===== config.mk =====
export PLATFORM = sky130hd
export DESIGN_NAME = pipelined_adder
export DESIGN_NICKNAME = d
export VERILOG_FILES = /design/src/rtl/adder_pkg.sv /design/src/rtl/adder_chunk.sv /design/src/rtl/pipelined_adder.sv
export SDC_FILE = /design/constraint.sdc
export NUM_CORES = 1
export LEC_CHECK = 0
export CAP_MARGIN = 10
export CORE_MARGIN = 3
export CORE_UTILIZATION = 38
export DETAILED_ROUTE_END_ITERATION = 8
export HOLD_SLACK_MARGIN = 0.06
export PLACE_DENSITY = 0.61
export SLEW_MARGIN = 5
export SYNTH_ARGS = -nofsm -noshare
export SYNTH_HDL_FRONTEND = slang
export SYNTH_SLANG_ARGS = --single-unit

===== constraint.sdc =====
create_clock -name clk -period 7.9 [get_ports clk]
set_input_delay 1.975 -clock clk [delete_from_list [all_inputs] [get_ports clk]]
set_output_delay 1.975 -clock clk [all_outputs]
set_load 0.1 [all_outputs]

===== src/rtl/adder_pkg.sv =====
// Shared definitions for the pipelined add/subtract unit.
package adder_pkg;

    localparam logic ADD = 1'b0;
    localparam logic SUB = 1'b1;

    function automatic int clog2(input int value);
        int result;
        result = 0;
        while ((1 << result) < value) begin
            result = result + 1;
        end
        return result;
    endfunction

endpackage


===== src/rtl/adder_chunk.sv =====
// Combinational CHUNK-bit slice adder; exposes the carry into its top bit for overflow.
module adder_chunk #(
    parameter int CHUNK = 8
) (
    input  logic [CHUNK-1:0] a,
    input  logic [CHUNK-1:0] b,
    input  logic             cin,
    output logic [CHUNK-1:0] sum,
    output logic             cout,
    output logic             c_msb_in
);

    logic [CHUNK:0] full;

    assign full     = {1'b0, a} + {1'b0, b} + {{CHUNK{1'b0}}, cin};
    assign sum      = full[CHUNK-1:0];
    assign cout     = full[CHUNK];
    // Carry into the top bit recovered from the top-bit sum identity.
    assign c_msb_in = a[CHUNK-1] ^ b[CHUNK-1] ^ full[CHUNK-1];

endmodule


===== src/rtl/pipelined_adder.sv =====
// Carry-pipelined add/subtract unit with operand skew, result deskew and a
// single global advance enable driven by the output handshake.
module pipelined_adder
    import adder_pkg::*;
#(
    parameter int WIDTH  = 32,
    parameter int STAGES = 4
) (
    input  logic             clk,
    input  logic             rst_n,
    input  logic             in_valid,
    output logic             in_ready,
    input  logic [WIDTH-1:0] a,
    input  logic [WIDTH-1:0] b,
    input  logic             c_in,
    input  logic             sub,
    output logic             out_valid,
    input  logic             out_ready,
    output logic [WIDTH-1:0] sum,
    output logic             c_out,
    output logic             ovf
);

    localparam int CHUNK = WIDTH / STAGES;
    // b chunks still to be consumed, packed triangularly: stage k keeps STAGES-k chunks.
    localparam int BTOT  = CHUNK * STAGES * (STAGES + 1) / 2;

    logic             adv;
    logic [WIDTH-1:0] b_eff;
    logic             cin_eff;

    logic             valid_q [STAGES];
    logic [WIDTH-1:0] word_q  [STAGES];
    logic             carry_q [STAGES];
    logic [BTOT-1:0]  b_tri_q;

    logic [CHUNK-1:0] sum_c  [STAGES];
    logic             cout_c [STAGES];
    logic             cmsb_c [STAGES];

    logic [WIDTH-1:0] result_d;
    logic             out_valid_q;
    logic [WIDTH-1:0] sum_q;
    logic             c_out_q;
    logic             ovf_q;

    assign adv      = !out_valid_q || out_ready;
    assign in_ready = !rst_n || adv;
    assign b_eff    = (sub == SUB) ? ~b : b;
    assign cin_eff  = c_in ^ sub;

    // word_q[k] holds finished sum chunks below chunk k and still-pending a chunks above.
    generate
        for (genvar gi = 0; gi < STAGES; gi++) begin : gen_stage
            localparam int BOFF = CHUNK * (gi * STAGES - (gi * (gi - 1)) / 2);
            localparam int BW   = (STAGES - gi) * CHUNK;

            adder_chunk #(.CHUNK(CHUNK)) u_chunk (
                .a        (word_q[gi][gi*CHUNK +: CHUNK]),
                .b        (b_tri_q[BOFF +: CHUNK]),
                .cin      (carry_q[gi]),
                .sum      (sum_c[gi]),
                .cout     (cout_c[gi]),
                .c_msb_in (cmsb_c[gi])
            );

            if (gi == 0) begin : g_load
                always_ff @(posedge clk) begin
                    if (!rst_n) begin
                        valid_q[0]            <= 1'b0;
                        word_q[0]             <= '0;
                        b_tri_q[BOFF +: BW]   <= '0;
                        carry_q[0]            <= 1'b0;
                    end else if (adv) begin
                        valid_q[0]            <= in_valid;
                        word_q[0]             <= a;
                        b_tri_q[BOFF +: BW]   <= b_eff;
                        carry_q[0]            <= cin_eff;
                    end
                end
            end else begin : g_shift
                localparam int PBOFF = CHUNK * ((gi - 1) * STAGES - ((gi - 1) * (gi - 2)) / 2);
                logic [WIDTH-1:0] word_d;

                always_comb begin
                    word_d = word_q[gi-1];
                    word_d[(gi-1)*CHUNK +: CHUNK] = sum_c[gi-1];
                end

                always_ff @(posedge clk) begin
                    if (!rst_n) begin
                        valid_q[gi]           <= 1'b0;
                        word_q[gi]            <= '0;
                        b_tri_q[BOFF +: BW]   <= '0;
                        carry_q[gi]           <= 1'b0;
                    end else if (adv) begin
                        valid_q[gi]           <= valid_q[gi-1];
                        word_q[gi]            <= word_d;
                        b_tri_q[BOFF +: BW]   <= b_tri_q[PBOFF+CHUNK +: BW];
                        carry_q[gi]           <= cout_c[gi-1];
                    end
                end
            end
        end
    endgenerate

    always_comb begin
        result_d = word_q[STAGES-1];
        result_d[(STAGES-1)*CHUNK +: CHUNK] = sum_c[STAGES-1];
    end

    // Output data only reloads on a real result so idle outputs stay quiet.
    always_ff @(posedge clk) begin
        if (!rst_n) begin
            out_valid_q <= 1'b0;
            sum_q       <= '0;
            c_out_q     <= 1'b0;
            ovf_q       <= 1'b0;
        end else if (adv) begin
            out_valid_q <= valid_q[STAGES-1];
            if (valid_q[STAGES-1]) begin
                sum_q   <= result_d;
                c_out_q <= cout_c[STAGES-1];
                ovf_q   <= cmsb_c[STAGES-1] ^ cout_c[STAGES-1];
            end
        end
    end

    assign out_valid = out_valid_q;
    assign sum       = sum_q;
    assign c_out     = c_out_q;
    assign ovf       = ovf_q;

endmodule


==> run metrics <==
clock tree buffer depth=3; period utilisation layout=71.83%; Avg Inst Size Synth=11.85 sq um; Yosys cell types=50; final instance area=12320 sq um; vias in the first global route=6272; leakage power=5.151 nW; Diodes inserted=0; routed vias/inst=4.931; Overall Global Routing Usage=13.88%; Post-Synthesis Cells=862; Hold Crit Class=reg -> reg; register area=6366 sq um; Yosys warnings=0; buffer count from post-CTS setup fixing=0; Post-DP Area=11490 sq um; final core utilization=46.99%; Post-Place Cells=1249; status=finished, final reports clean; ys flop type=edfxtp_1; RSZ-0062 raised after global routing=false; first-pass GRT wire length=32650 microns; Die Ht=169.9 microns; fillcell total=2377; CTS hold repair buffers=0; Core Footprint=26210 sq um; Synthesized Nets=968; worst slew pin tran=1.143 ns; die footprint=28870 sq um; highest clock rate=176.2 MHz; Clock Latency Late Sink=0.53 ns; Worst-path clk slew=0.06 ns; Setup CP Type=in -> out; Req. time, crit path=5.93 ns; DR WL/cell=15.81 microns; grt ovf=0; Slew Viols, Final=0; Hold Vio Cnt, Final=0; DP Wirelength=13250 microns; Fin Setup TNS=0 ns; Synth top area share=39.41%; crit path DAT=3.70 ns; nets@finish=1049; Max-Cap Viols=0; post-route antenna net violation count=0; pwr dens=229.0 nW/um^2; Die X=169.9 microns; synth cell count leaders=edfxtp_1, dfxtp_1, and3_1; WHS=0.4539 ns; top-count cell post-synth=edfxtp_1; async set or reset register ratio after synthesis=0%; non-filler cells, final=1299; maximum VDD drop=0.1294 mV; DRC violations left=0; CP Max Fanout=59; Root Driver=clkbuf_16; FP Rows=59; min Tclk post-route=5.674 ns; Seq/Total Area, Yosys=62.35%; CP Capture Type=output port; Initial Util=38.96%; TritonCTS clock tree=built; layout cell share with drive strength beyond 1=6.535%; final setup vio count=0; Iteration-0 DRC Markers=568; leading area contributor after synthesis=edfxtp_1; CTS H-tree lvls=1; placer congestion estimate=0.8131; Post-synth EDFFs=134; Buffers on Ports=105; largest net degree at the start of global routing=115; Yosys reg bits=251; via count=6405; CTS Buf Count=27; slew margin rel.=23.79%; largest cells by area after synthesis=edfxtp_1, dfxtp_1, and3_1; Sink Count=251; WL final=20530 microns; skew final=0.008752 ns; Multi-input gate area=3555 sq um; drt first pass iters=4; area delta synth->final=20.61%; I/O Pins=106; Netlist Area Pre-Place=10210 sq um; Setup crit start kind=primary input; Resized Gates After CTS=0; initial antenna violation count=0
## critical path: stages
cell and delay (ns):
buf_2 0.18, inv_2 0.46, nor2_4 0.10, inv_4 0.53, buf_4 0.41
## where the power goes
part	internal, W	switching, W
sequential	0.00144	0.0000303
combinational	0.0000907	0.0000902
clock	0.000686	0.000484
## cell type report
class	instances	share of cell area, %
clock buffer	40	6.065
clock inverter	10	0.6400
inverter	15	0.4775
multi-input combinational	536	28.86
sequential	251	51.69
tap	335	3.403
timing repair buffer	112	8.859
## per-stage QoR
step           setup WS [ns]  total power, W
6_report               2.226        0.002820
5_1_grt                2.087        0.002935
3_5_place_dp           2.172        0.001681
3_3_place_gp           2.205        0.001679
2_1_floorplan         0.2509        0.001602
4_1_cts                2.188        0.002862
## placed cells by master, fill, tap and decap left out, types with 8 or more instances in the layout
cell / n
edfxtp_1: 134
dfxtp_1: 117
and3_1: 111
clkdlybuf4s50_1: 102
nand2_1: 98
a22o_1: 47
o21ai_0: 45
xnor2_1: 38
a21oi_1: 36
ha_1: 28
clkbuf_16: 27
nor2_1: 22
inv_1: 13
nand3_1: 10
a21o_1: 9
clkbuf_1: 9
nor2b_1: 8
nor3_1: 8
a211oi_1: 8
fa_1: 8
clkinv_2: 8
buf_4: 8
## sequential cells by signal, summed over array words and instances, names as in the netlist
name	flops
word_q	128
valid_q	4
ovf	1
b_tri_q	80
carry_q	4
c_out	1
out_valid	1
sum	32
## routing by layer
metal	up-vias	part of all wire (%)	GRT usage, %
li1	3281	-	-
met1	2949	48	19.21
met2	140	45	22.25
met3	35	4.2	2.160
met4	0	2.8	5.079
met5	-	0	0
## cell families (layout without fill, tap and decap cells)
family,Yosys count,after routing,synth area share [%]
AO/OA/AOI/OAI,173,173,11.46
AND/OR/NAND/NOR,285,285,14.63
XOR/XNOR,39,39,3.345
adder cells (fa/ha/maj),36,36,4.999
buffers and inverters,75,177,2.928
multiplexers,3,3,0.2941
flip-flops,251,251,62.35
## worst paths after layout
path | endpoint | cells past startpoint | startpoint | slack (ns)
max | in_ready | 5 | rst_n | 2.23
min | b_tri_q[10] | 2 | b_tri_q[10] | 0.45
max reg2reg | ovf | 5 | out_valid | 5.32
min reg2reg | b_tri_q[10] | 2 | b_tri_q[10] | 0.45
Note: power is estimated with default switching activity, not from simulation.
